--- src/rtl/lsu_ahb.sv ---
// Load/store stage: accepts one op per valid/ready handshake, issues a single
// AHB-Lite transfer with byte-lane placement, and resolves branch/squash.
module lsu_ahb #(
    parameter int XLEN = 64
) (
    input  logic            CLK,
    input  logic            RST_N,
    input  logic            in_valid,
    output logic            in_ready,
    input  logic            mem_en,
    input  logic            load,
    input  logic [2:0]      mem_para,
    input  logic [XLEN-1:0] address,
    input  logic [XLEN-1:0] value,
    input  logic [XLEN-1:0] alu_res,
    input  logic [4:0]      rd_i,
    input  logic            write_back,
    input  logic            branch_flag_i,
    input  logic [XLEN-1:0] branch_offset_i,
    input  logic [XLEN-1:0] PC_i,
    output logic [XLEN-1:0] HADDR,
    output logic [1:0]      HTRANS,
    output logic            HWRITE,
    output logic [2:0]      HSIZE,
    output logic [XLEN-1:0] HWDATA,
    input  logic [XLEN-1:0] HRDATA,
    input  logic            HREADY,
    input  logic            HRESP,
    output logic            out_valid,
    output logic [XLEN-1:0] res,
    output logic [4:0]      rd_o,
    output logic            wb_en,
    output logic            take_branch,
    output logic [XLEN-1:0] branch_offset_o,
    output logic [XLEN-1:0] PC_o,
    output logic            misalign,
    output logic            bus_err,
    output logic [1:0]      dbg_state
);
    localparam int OFFW = $clog2(XLEN / 8);

    typedef enum logic [1:0] {IDLE = 2'd0, ADDR = 2'd1, DATA = 2'd2, RESP = 2'd3} state_t;
    state_t state_q, state_d;

    logic            squash_q, squash_d;
    logic [XLEN-1:0] op_addr_q, op_addr_d, op_alu_q, op_alu_d, op_wdata_q, op_wdata_d;
    logic [XLEN-1:0] op_boff_q, op_boff_d, op_pc_q, op_pc_d;
    logic            op_load_q, op_load_d, op_wb_q, op_wb_d, op_tb_q, op_tb_d;
    logic [2:0]      op_para_q, op_para_d;
    logic [4:0]      op_rd_q, op_rd_d;
    logic [XLEN-1:0] res_q, res_d, boff_o_q, boff_o_d, pc_o_q, pc_o_d;
    logic [4:0]      rd_o_q, rd_o_d;
    logic            wb_en_q, wb_en_d, take_branch_q, take_branch_d;
    logic            misalign_q, misalign_d, bus_err_q, bus_err_d;

    logic            illegal, low_mis, mis_in, branch_in, bus_in;
    logic [XLEN-1:0] vmask, ld_shift, ld_ext;

    // Handshake: an op transfers on a rising edge where in_valid && in_ready;
    // in_ready is high only in IDLE, out_valid is high only in RESP.
    assign in_ready  = (state_q == IDLE);
    assign out_valid = (state_q == RESP);
    assign dbg_state = state_q;

    always_comb begin
        illegal = (mem_para == 3'b111) ||
                  ((XLEN == 32) && ((mem_para == 3'b011) || (mem_para == 3'b110)));
        case (mem_para[1:0])
            2'd0:    low_mis = 1'b0;
            2'd1:    low_mis = address[0];
            2'd2:    low_mis = |address[1:0];
            default: low_mis = |address[2:0];
        endcase
        mis_in    = mem_en && !squash_q && (illegal || low_mis);
        bus_in    = mem_en && !squash_q && !mis_in;
        branch_in = branch_flag_i && (alu_res == XLEN'(1)) && !squash_q;
        case (mem_para[1:0])
            2'd0:    vmask = XLEN'(value[7:0]);
            2'd1:    vmask = XLEN'(value[15:0]);
            2'd2:    vmask = XLEN'(value[31:0]);
            default: vmask = value;
        endcase
        ld_shift = HRDATA >> {op_addr_q[OFFW-1:0], 3'b000};
        case (op_para_q)
            3'b000:  ld_ext = XLEN'($signed(ld_shift[7:0]));
            3'b001:  ld_ext = XLEN'($signed(ld_shift[15:0]));
            3'b010:  ld_ext = XLEN'($signed(ld_shift[31:0]));
            3'b100:  ld_ext = XLEN'(ld_shift[7:0]);
            3'b101:  ld_ext = XLEN'(ld_shift[15:0]);
            3'b110:  ld_ext = XLEN'(ld_shift[31:0]);
            default: ld_ext = ld_shift;
        endcase
    end

    always_comb begin
        state_d       = state_q;
        squash_d      = (state_q == RESP) && take_branch_q;
        op_addr_d     = op_addr_q;
        op_alu_d      = op_alu_q;
        op_wdata_d    = op_wdata_q;
        op_boff_d     = op_boff_q;
        op_pc_d       = op_pc_q;
        op_load_d     = op_load_q;
        op_wb_d       = op_wb_q;
        op_tb_d       = op_tb_q;
        op_para_d     = op_para_q;
        op_rd_d       = op_rd_q;
        res_d         = res_q;
        boff_o_d      = boff_o_q;
        pc_o_d        = pc_o_q;
        rd_o_d        = rd_o_q;
        wb_en_d       = wb_en_q;
        take_branch_d = take_branch_q;
        misalign_d    = misalign_q;
        bus_err_d     = bus_err_q;
        unique case (state_q)
            IDLE: begin
                if (in_valid) begin
                    op_addr_d  = address;
                    op_alu_d   = alu_res;
                    op_wdata_d = vmask << {address[OFFW-1:0], 3'b000};
                    op_boff_d  = branch_offset_i;
                    op_pc_d    = PC_i;
                    op_load_d  = load;
                    op_wb_d    = load && write_back && (rd_i != 5'd0);
                    op_tb_d    = branch_in;
                    op_para_d  = mem_para;
                    op_rd_d    = rd_i;
                    if (bus_in) begin
                        state_d = ADDR;
                    end else begin
                        // Non-memory, misaligned and squashed ops finish without the bus.
                        state_d       = RESP;
                        res_d         = alu_res;
                        rd_o_d        = (squash_q || mis_in) ? 5'd0 : rd_i;
                        wb_en_d       = !squash_q && !mem_en && write_back;
                        take_branch_d = branch_in;
                        misalign_d    = mis_in;
                        bus_err_d     = 1'b0;
                        boff_o_d      = branch_offset_i;
                        pc_o_d        = PC_i;
                    end
                end
            end
            ADDR: state_d = DATA;
            DATA: begin
                if (HREADY) begin
                    state_d       = RESP;
                    res_d         = op_load_q ? ld_ext : op_alu_q;
                    rd_o_d        = op_rd_q;
                    wb_en_d       = op_wb_q && !HRESP;
                    take_branch_d = op_tb_q;
                    misalign_d    = 1'b0;
                    bus_err_d     = HRESP;
                    boff_o_d      = op_boff_q;
                    pc_o_d        = op_pc_q;
                end
            end
            RESP: state_d = IDLE;
        endcase
    end

    always_ff @(posedge CLK or negedge RST_N) begin
        if (!RST_N) begin
            state_q       <= IDLE;
            squash_q      <= 1'b0;
            op_addr_q     <= '0;
            op_alu_q      <= '0;
            op_wdata_q    <= '0;
            op_boff_q     <= '0;
            op_pc_q       <= '0;
            op_load_q     <= 1'b0;
            op_wb_q       <= 1'b0;
            op_tb_q       <= 1'b0;
            op_para_q     <= 3'd0;
            op_rd_q       <= 5'd0;
            res_q         <= '0;
            boff_o_q      <= '0;
            pc_o_q        <= '0;
            rd_o_q        <= 5'd0;
            wb_en_q       <= 1'b0;
            take_branch_q <= 1'b0;
            misalign_q    <= 1'b0;
            bus_err_q     <= 1'b0;
        end else begin
            state_q       <= state_d;
            squash_q      <= squash_d;
            op_addr_q     <= op_addr_d;
            op_alu_q      <= op_alu_d;
            op_wdata_q    <= op_wdata_d;
            op_boff_q     <= op_boff_d;
            op_pc_q       <= op_pc_d;
            op_load_q     <= op_load_d;
            op_wb_q       <= op_wb_d;
            op_tb_q       <= op_tb_d;
            op_para_q     <= op_para_d;
            op_rd_q       <= op_rd_d;
            res_q         <= res_d;
            boff_o_q      <= boff_o_d;
            pc_o_q        <= pc_o_d;
            rd_o_q        <= rd_o_d;
            wb_en_q       <= wb_en_d;
            take_branch_q <= take_branch_d;
            misalign_q    <= misalign_d;
            bus_err_q     <= bus_err_d;
        end
    end

    // Address-phase signals exist only in ADDR; write data only in DATA of a store.
    assign HTRANS          = (state_q == ADDR) ? 2'b10 : 2'b00;
    assign HADDR           = (state_q == ADDR) ? op_addr_q : '0;
    assign HWRITE          = (state_q == ADDR) && !op_load_q;
    assign HSIZE           = (state_q == ADDR) ? {1'b0, op_para_q[1:0]} : 3'd0;
    assign HWDATA          = ((state_q == DATA) && !op_load_q) ? op_wdata_q : '0;
    assign res             = res_q;
    assign rd_o            = rd_o_q;
    assign wb_en           = wb_en_q;
    assign take_branch     = take_branch_q;
    assign misalign        = misalign_q;
    assign bus_err         = bus_err_q;
    assign branch_offset_o = boff_o_q;
    assign PC_o            = pc_o_q;
endmodule

--- config.mk ---
export PLATFORM = sky130hd
export DESIGN_NAME = lsu_ahb
export DESIGN_NICKNAME = d
export VERILOG_FILES = /design/src/rtl/lsu_ahb.sv
export SDC_FILE = /design/constraint.sdc
export NUM_CORES = 1
export LEC_CHECK = 0
export ABC_AREA = 1
export CELL_PAD_IN_SITES_DETAIL_PLACEMENT = 0
export CELL_PAD_IN_SITES_GLOBAL_PLACEMENT = 1
export CORE_MARGIN = 8
export CORE_UTILIZATION = 37
export DETAILED_ROUTE_END_ITERATION = 10
export PLACE_DENSITY_LB_ADDON = 0.1
export SETUP_SLACK_MARGIN = 0.2
export SYNTH_ARGS = -nofsm -noshare
export SYNTH_HDL_FRONTEND = slang
export SYNTH_SLANG_ARGS = --single-unit
--- constraint.sdc ---
create_clock -name CLK -period 5.9 [get_ports CLK]
set_input_delay 0.885 -clock CLK [delete_from_list [all_inputs] [get_ports CLK]]
set_output_delay 0.885 -clock CLK [all_outputs]
set_load 0.02 [all_outputs]
# Word-level counts from Yosys, hierarchy flattened
# Index checks and enable logic that the tools add are counted.
# Widths: inputs -> output; s select.
[op_classes]
n_bitwise = 0
multipliers = 0
eq_ne = 15
addsub = 0
div_mod_pow = 0
n_lt_le_gt_ge = 0
reduce_logical = 30
mux = 45
n_shift = 2
[op_table]
columns = ["cell", "count"]
rows = [
  ["$mux 64", 12],
  ["$pmux 64 s2", 3],
  ["$pmux 64 s6", 1],
  ["$pmux 64 s3", 1],
  ["$eq 64x1->1 const B", 1],
  ["$shl 64x6->64", 1],
  ["$shr 64x6->64", 1],
  ["$mux 5", 4],
  ["$logic_and 1x1->1", 13],
  ["$eq 3x3->1 const B", 4],
  ["$mux 1", 12],
  ["$mux 2", 5],
  ["$pmux 5 s2", 1],
  ["$pmux 1 s2", 4],
  ["$pmux 2 s4", 1],
  ["$eq 2x2->1 const B", 3],
  ["$ne 2x2->1 const B", 3],
  ["$logic_not 1->1", 5],
  ["$reduce_bool 5->1", 1],
  ["$eq 2x1->1 const B", 2],
  ["$logic_not 2->1", 2],
  ["$reduce_and 2->1", 2],
  ["$reduce_and 4->1", 1],
  ["$eq 3x1->1 const B", 1],
  ["7 further kinds", 8],
]
[word_totals]
romBits = 0
latchBits = 0
output_inout_bits = 339
regBits = 535
elab_cells = 112
in_bits = 401
mem_bits_rw = 0
n_memories = 0

# Depth between registers and ports, before layout
# Gate-level depths: netlist of run 1.
[logic_depth]
ltp_word = 9
ltp_mapped = 13
ltp_nobuf = 10

# Least setup slack after synthesis of run 1
# OpenSTA, ideal clock, no wires.
[synth_path]
path_type = "flip-flop to output port"
startpoint = "reg state_q[0] (netlist: dbg_state[0])"
endpoint = "out HWDATA[23]"
stages_incl_launch_ff = 8
required_time_ns = 5.015
path_buffers = 3
t_arrival_ns = 1.722
path_slack_ns = 3.293
path_cell_list = "dfrtp_1 > inv_1 > ha_1 > buf_2 > nand2_1 > clkbuf_1 > buf_1 > nor2_1"
[synth_between]
elab_chain_len = 3
[synth_lines]
columns = ["item", "line", "source"]
rows = [
  ["start: declaration", "43", "state_t state_q, state_d;"],
  ["start signal: assignment", "186", "state_q <= state_d;"],
  ["$eq 2x2->1", "214", "assign HWDATA = ((state_q == DATA) && !op_load_q) ? op_wdata_q : '0;"],
  ["$logic_and 1x1->1", "214", ""],
  ["$mux 64", "214", ""],
  ["end: declaration", "25", "output logic [XLEN-1:0] HWDATA,"],
]
# No other way between the ends.

# Worst setup path after layout of run 1
[layout_path]
startpoint = "reg op_load_q"
endpoint = "out HWDATA[13]"
[layout_between]
elab_chain_len = 3
[layout_lines]
columns = ["item", "line", "source"]
rows = [
  ["start: declaration", "48", "logic op_load_q, op_load_d, op_wb_q, op_wb_d, op_tb_q, op_tb_d;"],
  ["start signal: assignment", "193", "op_load_q <= op_load_d;"],
  ["$logic_not 1->1", "214", ""],
  ["$logic_and 1x1->1", "214", ""],
  ["$mux 64", "214", ""],
]
# No other way between the ends.

==> load_flow_metrics.sql, run 1 <==
INSERT INTO impl_metrics (metric_group, metric, value, unit) VALUES
('run_status', 'run_status', 'completed', ''),
('routing', 'via_count', '27000', ''),
('placement', 'dp_hpwl', '82.2', 'mm'),
('worst_setup_path', 'path_buf_inv', '3', ''),
('yosys', 'synthArstFlopShare', '100', '%'),
('grt', 'gr-usage-met2', '45.0', '%'),
('power_and_ir_drop', 'power.static_leakage', '17.5', 'nW'),
('yosys', 'mappedNetlistArea', '27200', 'µm²'),
('yosys', 'synth_cells', '3728', ''),
('timing', 'max_slew_margin', '20.8', '%'),
('clocking', 'clock_tree.htree_level_count', '2', ''),
('final_layout', 'syn2layout_area_growth', '36.1', '%'),
('worst_setup_path', 'critical_path.startpoint', 'op_load_q$_DFFE_PN0P_', ''),
('routing', 'final_antenna_net_count', '0', ''),
('yosys', 'syn_area_per_cell', '7.30', 'µm²'),
('clocking', 'tritoncts_clock_tree', 'built', ''),
('grt', 'initial_antenna_violation_count', '26', ''),
('clocking', 'max-clock-path-buffers', '3', ''),
('routing', 'detailedRoute.firstPassIterationCount', '5', ''),
('routing', 'drt_drc_violations_left', '0', ''),
('die', 'dieArea', '82500', 'µm²'),
('placement', 'routabilityCongestion', '0.881', ''),
('clocking', 'number_of_clock_sinks_seen_by_cts', '535', ''),
('die', 'fp-row-count', '99', ''),
('final_layout', 'fraction_of_layout_cells_with_a_size_suffix_above_1', '3.77', '%'),
('die', 'starting_density_of_the_core', '37.3', '%'),
('worst_setup_path', 'critPathTopFamily', 'buffers and inverters', ''),
('final_layout', 'multi_input_comb_area', '11600', 'µm²'),
('power_and_ir_drop', 'peakVddDrop', '382', 'µV'),
('power_and_ir_drop', 'netSwitchingFraction', '45.2', '%'),
('timing', 'tightestPinTransition', '1.19', 'ns'),
('die', 'core_area', '73000', 'µm²'),
('final_layout', 'n_fill_cell', '7287', ''),
('clocking', 'worst_skew_pair.late_latency', '0.63', 'ns'),
('worst_setup_path', 'cp_data_required_time', '5.02', 'ns'),
('grt', 'busiest_layer_in_global_routing', 'met2', ''),
('routing', 'detail_route.wl_per_cell', '21.7', 'µm'),
('power_and_ir_drop', 'power.density', '572', 'nW/µm²'),
('die', 'top_ports', '740', ''),
('placement', 'post_place_setup_slack', '1.87', 'ns'),
('timing', 'post-route-period-util', '71.6', '%'),
('power_and_ir_drop', 'p_int', '11.6', 'mW'),
('yosys', 'synth-edff-count', '0', ''),
('timing', 'rsz0062_at_grt', 'no', ''),
('timing', 'fmax', '0.237', 'GHz'),
('worst_setup_path', 'worst_stage_delay_on_the_critical_path', '0.91', 'ns'),
('grt', 'use_met1', '33.0', '%'),
('routing', 'drtIter0Drc', '2153', ''),
('die', 'fp.dieW', '287', 'µm'),
('grt', 'vias_in_the_first_global_route', '26700', ''),
('final_layout', 'regArea', '13400', 'µm²'),
('grt', 'pin_count_of_the_biggest_net_entering_global_routing', '211', ''),
('grt', 'met3_routing_resource_usage_after_global_routing', '7.12', '%'),
('clocking', 'cts_hold_repair.buffers', '0', ''),
('grt', 'grt_first_pass_wirelength', '172', 'mm'),
('worst_setup_path', 'startpoint_type', 'register', ''),
('yosys', 'ys_types', '39', ''),
('power_and_ir_drop', 'power.combinational.fraction', '51.4', '%'),
('worst_setup_path', 'cell_breakdown_of_the_critical_path', 'inv_1 -> nand2_2 -> buf_4 -> nor2_1 -> clkdlybuf4s50_1', ''),
('timing', 'setup_tns', '0', 'ns'),
('grt', 'globalRoute.totalOverflow', '0', ''),
('yosys', 'dominantRegCellSynth', 'dfrtp_1', ''),
('worst_setup_path', 'timing.setup.critical_path_class', 'register to output port', ''),
('worst_setup_path', 'critical_path_maximum_fanout', '45', ''),
('timing', 'setup_slack', '1.68', 'ns'),
('die', 'die_height', '287', 'µm'),
('clocking', 'cts_repair_resize_count', '0', ''),
('worst_setup_path', 'worstSetupEndpointType', 'output port', ''),
('grt', 'globalRouteTotalUtil', '27.0', '%'),
('timing', 'setup_viol', '0', ''),
('power_and_ir_drop', 'clockPowerShare', '17.9', '%');
-- Yosys cell counts, drive strengths merged (3+ instances only) --
cell type  instances  area, µm²
dfrtp            535      13400
nand3            151        761
inv              276       1040
nor3              22        110
a21oi            183        920
a211oi             3       22.5
o22ai             40        250
and2               4       25.0
nand4             40        250
nor2             386       1460
o211ai            14        105
nor4               3       18.8
ha                 4       50.1
buf              105        632
clkbuf           161        604
o221ai            31        272
a31oi            146        970
o21ai            175        880
nand2           1444       5440
-- per-layer routing --
layer | up-vias | part of all wire [%]
met4 | 12 | 4.2
met2 | 957 | 48
met5 | - | 0.068
met3 | 201 | 7.9
li1 | 13100 | -
met1 | 12800 | 40
-- cell families (layout without fill, tap and decap cells) --
logic type | count (synthesis) | in the layout | synth area share (%)
DFF | 535 | 535 | 49.2
and+or+nand+nor | 2050 | 2050 | 29.6
buffers and inverters | 543 | 1162 | 8.37
other | 1 | 25 | 0.0138
adders and majority gates | 4 | 4 | 0.184
AOI/OAI and AO/OA | 595 | 595 | 12.6
-- flip-flops by register name, summed over array words and instances, names as in the netlist, 2 cells and up --
| signal | cells |
|---|---|
| rd_o | 5 |
| op_alu_q | 64 |
| op_addr_q | 64 |
| res | 64 |
| op_para_q | 3 |
| branch_offset_o | 64 |
| op_pc_q | 64 |
| PC_o | 64 |
| op_rd_q | 5 |
| dbg_state | 2 |
| op_wdata_q | 64 |
| op_boff_q | 64 |
-- through the flow --
step	hold slack (ns)	util (%)	power, mW
floorplan	0.449	-	13.1
global placement	0.461	48.0	17.4
detailed placement	0.465	48.0	17.5
CTS	0.102	50.7	21.4
global route	0.110	50.7	22.7
finish	0.130	50.8	21.2
-- final timing paths --
kind | end | slack [ns] | depth (start not counted)
min in group CLK | op_boff_q[35]$_DFFE_PN0P_ | 0.48 | 2
hold reg to reg | op_boff_q[35]$_DFFE_PN0P_ | 0.48 | 2
max in group asynchronous | branch_offset_o[44]$_DFFE_PN0P_ | 4.55 | 2
setup reg to reg | res[21]$_DFFE_PN0P_ | 2.37 | 9
hold / removal | op_wdata_q[18]$_DFFE_PN0P_ | 0.13 | 1
setup / recovery | HWDATA[13] | 1.68 | 5
-- power by group through the flow --
| stage | clock network, mW | registers (mW) | logic, mW |
|---|---|---|---|
| global placement | 0 | 6.53 | 10.9 |
| floorplan | 0 | 7.12 | 5.95 |
| detailed placement | 0 | 6.54 | 11.0 |
| CTS | 3.88 | 6.50 | 11.0 |
| global route | 4.02 | 6.72 | 12.0 |
| finish | 3.79 | 6.51 | 10.9 |
-- final cells by class --
class / instances / share of cell area [%]
sequential: 535 / 36.2
multi-input combinational: 2651 / 31.3
timing repair buffer: 773 / 20.9
clock buffer: 96 / 4.91
tap: 959 / 3.24
inverter: 277 / 2.88
clock inverter: 16 / 0.470
antenna: 23 / 0.155
-- cell usage in the layout (no fill, tap or decap), types with 18 or more instances in the layout --
master	count
nor2_1	384
clkbuf_16	60
o22ai_1	40
nand2_1	1438
a21oi_1	182
dfrtp_1	533
buf_4	28
clkbuf_8	18
inv_1	269
nand3_1	150
nor3_1	22
clkbuf_1	18
diode_2	23
nand4_1	40
o21ai_0	172
clkdlybuf4s50_1	734
a31oi_1	137
o221ai_1	31
Note: power is estimated with default switching activity, not from simulation.
==> run 2, diff against run 1 <==
- CORE_ASPECT_RATIO: unset -> 1.75
- CORE_UTILIZATION: 37 -> 35
- clock period: 5.9 -> 4.2 ns (I/O delays scaled with it)
==> run 2 against run 1 <==
  * Clock-buffer cell count down 24
  * Setup slack worse by 1.1 ns
  * Flip-flop and latch count unchanged
  * Final area about the same
  * Register-to-register slack worse by 1.3 ns
  * Sequential power up 41%
  * Core utilization down 2.8 points
  * Global-route usage up 0.97 points
  * Hold slack worse by 0.11 ns
  * Final cell count up 1.3%
  * Sequential share of layout area about the same
  * Clock power up 30%
  * Largest cell class unchanged
  * Highest routed layer unchanged
==> load_flow_metrics.sql, run 2 (synthesis gave the netlist of run 1 again) <==
INSERT INTO impl_metrics (metric_group, metric, value, unit) VALUES
('worst_setup_path', 'startpoint_type', 'register', ''),
('die', 'core_area', '77200', 'µm²'),
('clocking', 'number_of_clock_sinks_seen_by_cts', '535', ''),
('routing', 'via_per_instance_ratio', '5.07', ''),
('final_layout', 'multi_input_comb_area', '11600', 'µm²'),
('worst_setup_path', 'critical_path.slowest_cell', 'dfrtp_2', ''),
('timing', 'holdWs', '0.0161', 'ns'),
('clocking', 'ctsRootBufferMaster', 'clkbuf_16', ''),
('timing', 'hold_viol', '0', ''),
('die', 'dieArea', '87300', 'µm²'),
('clocking', 'worst_skew_pair.late_latency', '0.64', 'ns'),
('timing', 'timing.final.max_slew_violations', '0', ''),
('grt', 'pin_count_of_the_biggest_net_entering_global_routing', '192', ''),
('power_and_ir_drop', 'power.density', '802', 'nW/µm²'),
('routing', 'drtIter0Drc', '2177', ''),
('clocking', 'postCtsSetupRepairBufs', '0', ''),
('clocking', 'max-clock-path-buffers', '3', ''),
('routing', 'routed-wl-met2', '58.6', 'mm'),
('timing', 'rsz0062_at_grt', 'no', ''),
('clocking', 'tritoncts_clock_tree', 'built', ''),
('die', 'die_height', '385', 'µm'),
('routing', 'met1_length', '46.2', 'mm'),
('final_layout', 'layout.cells.most_common', 'nand2_1', ''),
('final_layout', 'fraction_of_layout_cells_with_a_size_suffix_above_1', '3.87', '%'),
('clocking', 'clock_tree.htree_level_count', '2', ''),
('grt', 'vias_in_the_first_global_route', '27900', ''),
('timing', 'clock-skew-final', '0.0401', 'ns'),
('worst_setup_path', 'critPathTopFamily', 'buffers and inverters', ''),
('routing', 'detailedRoute.firstPassIterationCount', '5', ''),
('clocking', 'clkSlewWorstSetupHoldPaths', '0.07', 'ns'),
('worst_setup_path', 'worst-endpoint-arrival', '3.02', 'ns'),
('worst_setup_path', 'timing.setup.critical_path_class', 'register to output port', ''),
('timing', 'fmax', '0.274', 'GHz'),
('die', 'fp-row-count', '135', ''),
('timing', 'setup_tns', '0', 'ns'),
('routing', 'met3_wire_len', '12.3', 'mm'),
('die', 'top_ports', '740', ''),
('timing', 'setup_viol', '0', ''),
('routing', 'via_count', '27400', ''),
('final_layout', 'layoutNonFillerInstCount', '5398', ''),
('grt', 'globalRouteTotalUtil', '27.9', '%'),
('placement', 'placement.cell_area', '35200', 'µm²'),
('routing', 'maxUsedRoutingLayer', 'met5', ''),
('die', 'starting_density_of_the_core', '35.3', '%'),
('die', 'fp.dieW', '227', 'µm'),
('routing', 'drt_drc_violations_left', '0', ''),
('timing', 'post-route-period-util', '86.9', '%'),
('final_layout', 'layout_common_cells', 'nand2_1, clkdlybuf4s50_1, dfrtp_1', ''),
('worst_setup_path', 'worst_stage_delay_on_the_critical_path', '0.69', 'ns'),
('final_layout', 'final_cell_area', '37000', 'µm²'),
('final_layout', 'final_net_count', '4706', ''),
('power_and_ir_drop', 'peakVddDrop', '581', 'µV'),
('worst_setup_path', 'cell_breakdown_of_the_critical_path', 'inv_1 -> nand2_4 -> buf_4 -> nor2_1 -> clkdlybuf4s50_1', ''),
('clocking', 'cts_inserted_buffers', '52', ''),
('final_layout', 'final_core_utilization', '48.0', '%'),
('placement', 'dp.cells', '5274', ''),
('timing', 'max_slew_margin', '27.5', '%'),
('worst_setup_path', 'worstSetupEndpointType', 'output port', ''),
('run_status', 'run_status', 'completed', ''),
('worst_setup_path', 'critical_path_maximum_fanout', '33', ''),
('placement', 'numPortBuffers', '737', ''),
('final_layout', 'n_fill_cell', '8039', ''),
('placement', 'routabilityCongestion', '0.985', ''),
('worst_setup_path', 'cp_data_required_time', '3.57', 'ns'),
('timing', 'timing.final.crit_period', '3.65', 'ns'),
('grt', 'initial_antenna_violation_count', '40', ''),
('routing', 'final_antenna_net_count', '0', ''),
('worst_setup_path', 'path_buf_inv', '3', ''),
('flow_run', 'cap_violations', '0', ''),
('grt', 'globalRoute.totalOverflow', '0', ''),
('grt', 'grt_first_pass_wirelength', '183', 'mm'),
('power_and_ir_drop', 'power.static_leakage', '17.4', 'nW'),
('final_layout', 'regArea', '13400', 'µm²'),
('placement', 'dp_hpwl', '91.8', 'mm'),
('final_layout', 'syn2layout_area_growth', '36.1', '%'),
('routing', 'wirelength', '125', 'mm'),
('routing', 'detail_route.wl_per_cell', '23.1', 'µm'),
('timing', 'tightestPinTransition', '1.09', 'ns'),
('hold_path', 'worst_hold_path_type', 'input port to asynchronous set/reset pin', '');
run 2: layout make-up:
type,instances,area share [%]
repair buffers,784,21.3
flip-flops and latches,535,36.2
clock inverters,22,0.645
inverters,277,2.87
clock buffers,72,4.07
well taps,1027,3.47
multi-input cells,2651,31.3
diodes,30,0.203
run 2: what timing repair did:
item | CTS | global route
hold buffers | 0 | 0
gates resized for setup | 0 | 1
endpoints found under the setup margin | 0 | 33
run 2: per-stage QoR:
step                      setup slack, ns  total power [mW]
after floorplan                      1.85              18.4
after global placement              0.727              24.7
after detailed placement            0.698              24.9
after CTS                           0.211              29.9
after global routing                0.328              31.8
final                               0.551              29.7
run 2: power breakdown:
group          switching, mW  total [mW]  internal [mW]  leakage, nW
Sequential              1.47        9.17           7.70         6.50
Combinational           10.0        15.6           5.59         10.0
Clock                   2.20        4.91           2.71        0.872
Total                   13.7        29.7           16.0         17.4
run 2: path summary, 6_finish.rpt:
check / start / endpoint / slack (ns) / cells after the start
max: op_load_q$_DFFE_PN0P_ / HWDATA[54] / 0.55 / 5
min: RST_N / op_alu_q[1]$_DFFE_PN0P_ / 0.02 / 1
max reg2reg: op_addr_q[0]$_DFFE_PN0P_ / res[16]$_DFFE_PN0P_ / 1.09 / 8
min reg2reg: op_pc_q[36]$_DFFE_PN0P_ / op_pc_q[36]$_DFFE_PN0P_ / 0.48 / 2
max in group asynchronous: RST_N / branch_offset_o[27]$_DFFE_PN0P_ / 3.14 / 2
min in group CLK: address[1] / op_wdata_q[4]$_DFFE_PN0P_ / 0.44 / 4
run 2: metal layers:
layer | up-vias | GRT usage [%]
met4 | 28 | 15.6
li1 | 13100 | -
met5 | - | 0
met2 | 985 | 45.9
met1 | 13000 | 31.0
met3 | 237 | 10.2
run 2: worst reg2reg max path, cell delays in order, from the launching register on:
cell and delay (ns):
dfrtp_2 0.42, inv_4 0.27, buf_4 0.45, nand3_1 0.12, nand3_1 0.21, nand3_2 0.62
nand2_2 0.60, o21ai_0 0.18, a21oi_1 0.17
==> run 3, diff against run 2 <==
- CTS_CLUSTER_SIZE: unset -> 10
- MAX_ROUTING_LAYER: unset -> met4
==> run 3 against run 2 <==
  * Fmax down 2.8%
  * Critical path depth grew 2
  * Combinational power is essentially flat
  * Clock-buffer cell count shrank 4
  * Sequential power shrank 0.7%
  * Critical endpoint unchanged
  * Largest cell class unchanged
  * Highest routed layer is now met4
==> load_flow_metrics.sql, run 3 (synthesis gave the netlist of run 1 again) <==
INSERT INTO impl_metrics (metric_group, metric, value, unit) VALUES
('worst_setup_path', 'timing.reg2reg.setup_slack', '1.21', 'ns'),
('routing', 'via_count', '27200', ''),
('routing', 'via_per_instance_ratio', '5.05', ''),
('clocking', 'cts_inserted_buffers', '60', ''),
('worst_setup_path', 'critPathTopFamily', 'buffers and inverters', ''),
('clocking', 'max-clock-path-buffers', '3', ''),
('die', 'dieArea', '87300', 'µm²'),
('timing', 'rsz0062_at_grt', 'no', ''),
('timing', 'setup_slack', '0.448', 'ns'),
('run_status', 'run_status', 'completed', ''),
('final_layout', 'final_net_count', '4718', ''),
('final_layout', 'fraction_of_layout_cells_with_a_size_suffix_above_1', '3.49', '%'),
('routing', 'detailedRoute.firstPassIterationCount', '6', ''),
('timing', 'setup_viol', '0', ''),
('placement', 'post_place_setup_slack', '0.911', 'ns'),
('timing', 'timing.final.max_slew_violations', '0', ''),
('die', 'fp.dieW', '227', 'µm'),
('clocking', 'tritoncts_clock_tree', 'built', ''),
('timing', 'setup_tns', '0', 'ns'),
('grt', 'initial_antenna_violation_count', '32', ''),
('placement', 'routabilityCongestion', '0.983', ''),
('worst_setup_path', 'path_buf_inv', '4', ''),
('worst_setup_path', 'worst-endpoint-arrival', '3.12', 'ns'),
('worst_setup_path', 'timing.setup.critical_path_class', 'register to output port', ''),
('placement', 'dp_hpwl', '90.9', 'mm'),
('grt', 'globalRouteTotalUtil', '28.4', '%'),
('flow_run', 'cap_violations', '0', ''),
('routing', 'drt_drc_violations_left', '0', ''),
('worst_setup_path', 'critical_path_maximum_fanout', '30', ''),
('clocking', 'worst_skew_pair.late_latency', '0.65', 'ns'),
('worst_setup_path', 'cell_breakdown_of_the_critical_path', 'inv_1 -> ha_4 -> nand2_2 -> buf_4 -> buf_4 -> nor2_1 -> clkdlybuf4s50_1', ''),
('timing', 'hold_viol', '0', ''),
('worst_setup_path', 'worst_stage_delay_on_the_critical_path', '0.67', 'ns'),
('timing', 'tightestPinTransition', '1.04', 'ns'),
('power_and_ir_drop', 'power.density', '796', 'nW/µm²'),
('clocking', 'postCtsSetupRepairBufs', '0', ''),
('grt', 'globalRoute.totalOverflow', '0', ''),
('grt', 'grt_first_pass_wirelength', '180', 'mm'),
('worst_setup_path', 'startpoint_type', 'register', ''),
('power_and_ir_drop', 'report.power.total', '29.4', 'mW'),
('clocking', 'cts_hold_repair.buffers', '0', ''),
('worst_setup_path', 'cp_data_required_time', '3.57', 'ns'),
('die', 'die_height', '385', 'µm'),
('worst_setup_path', 'cell_depth_of_the_worst_flop_to_flop_path', '10', ''),
('die', 'top_ports', '740', ''),
('die', 'starting_density_of_the_core', '35.3', '%'),
('die', 'core_area', '77200', 'µm²'),
('clocking', 'ctsRootBufferMaster', 'clkbuf_16', ''),
('worst_setup_path', 'critical_path.slowest_cell', 'clkdlybuf4s50_1', ''),
('routing', 'drtIter0Drc', '2165', ''),
('clocking', 'cts_repair_resize_count', '0', ''),
('final_layout', 'syn2layout_area_growth', '35.8', '%'),
('die', 'fp-row-count', '135', ''),
('final_layout', 'final_cell_area', '37000', 'µm²'),
('clocking', 'clkSlewWorstSetupHoldPaths', '0.06', 'ns'),
('routing', 'detail_route.wl_per_cell', '23.0', 'µm'),
('power_and_ir_drop', 'power.static_leakage', '17.4', 'nW'),
('hold_path', 'worst_hold_path_type', 'input port to asynchronous set/reset pin', ''),
('timing', 'max_slew_margin', '31.0', '%'),
('timing', 'post-route-period-util', '89.3', '%'),
('timing', 'holdWs', '0.0136', 'ns'),
('clocking', 'clock_tree.htree_level_count', '2', ''),
('grt', 'pin_count_of_the_biggest_net_entering_global_routing', '194', ''),
('worst_setup_path', 'worstSetupEndpointType', 'output port', ''),
('final_layout', 'layout.cells.most_common', 'nand2_1', ''),
('grt', 'vias_in_the_first_global_route', '27400', ''),
('clocking', 'number_of_clock_sinks_seen_by_cts', '535', ''),
('placement', 'placement.cell_area', '35300', 'µm²'),
('worst_setup_path', 'cp_common_cell', 'buf_4', ''),
('timing', 'fmax', '0.267', 'GHz'),
('power_and_ir_drop', 'peakVddDrop', '475', 'µV'),
('final_layout', 'layout_common_cells', 'nand2_1, clkdlybuf4s50_1, dfrtp_1', ''),
('placement', 'numPortBuffers', '737', ''),
('timing', 'timing.final.crit_period', '3.75', 'ns'),
('worst_setup_path', 'path_depth', '7', ''),
('timing', 'clock-skew-final', '0.0470', 'ns'),
('routing', 'final_antenna_net_count', '0', ''),
('routing', 'wirelength', '124', 'mm');
==> run 3: worst paths after layout <==
| check | start | to |
|---|---|---|
| worst max register to register | dbg_state[0]$_DFFE_PN0P_ | branch_offset_o[40]$_DFFE_PN0P_ |
| worst min register to register | op_pc_q[22]$_DFFE_PN0P_ | op_pc_q[22]$_DFFE_PN0P_ |
| worst min-delay path | RST_N | op_alu_q[4]$_DFFE_PN0P_ |
| max in group asynchronous | RST_N | branch_offset_o[26]$_DFFE_PN0P_ |
| worst max-delay path | dbg_state[0]$_DFFE_PN0P_ | HWDATA[54] |
| min in group CLK | address[1] | op_wdata_q[3]$_DFFE_PN0P_ |
==> run 3: final cells by class <==
| class | count | area (µm²) |
|---|---|---|
| diodes | 33 | 82.6 |
| clock buffers | 68 | 1540 |
| clock inverters | 5 | 75.1 |
| fillers | 7904 | 40200 |
| inverters | 277 | 1060 |
| multi-input cells | 2651 | 11600 |
| flip-flops and latches | 535 | 13400 |
| well taps | 1027 | 1280 |
| repair buffers | 788 | 7940 |
==> run 3: stage by stage <==
step | utilization (%) | std cells
2_1_floorplan | - | 3729
3_3_place_gp | 45.7 | 5278
3_5_place_dp | 45.7 | 5278
4_1_cts | 47.8 | 5351
5_1_grt | 47.9 | 5383
6_report | 47.9 | 5384
==> run 3: per-layer routing <==
| metal | global-route usage, % | routed length (µm) | vias to the layer above |
|---|---|---|---|
| li1 | - | - | 13100 |
| met1 | 31.5 | 46900 | 12900 |
| met2 | 45.6 | 59100 | 991 |
| met3 | 9.17 | 11400 | 200 |
| met4 | 14.0 | 6470 | 0 |
| met5 | - | 0 | - |
==> run 3: power breakdown <==
group,internal (mW),switching [mW],leakage (nW)
logic,5.58,10.0,10.1
clock network,2.56,2.16,0.784
registers,7.71,1.40,6.50
total,15.9,13.6,17.4
==> run 3: worst register-to-register path, cell delays in order (launching register included) <==
cell     delay, ns
dfrtp_1       0.42
inv_1         0.12
ha_4          0.21
inv_8         0.45
o22ai_1       0.21
a21oi_2       0.21
nand2_4       0.15
inv_8         0.44
buf_12        0.44
nor2_1        0.10
a31oi_1       0.16
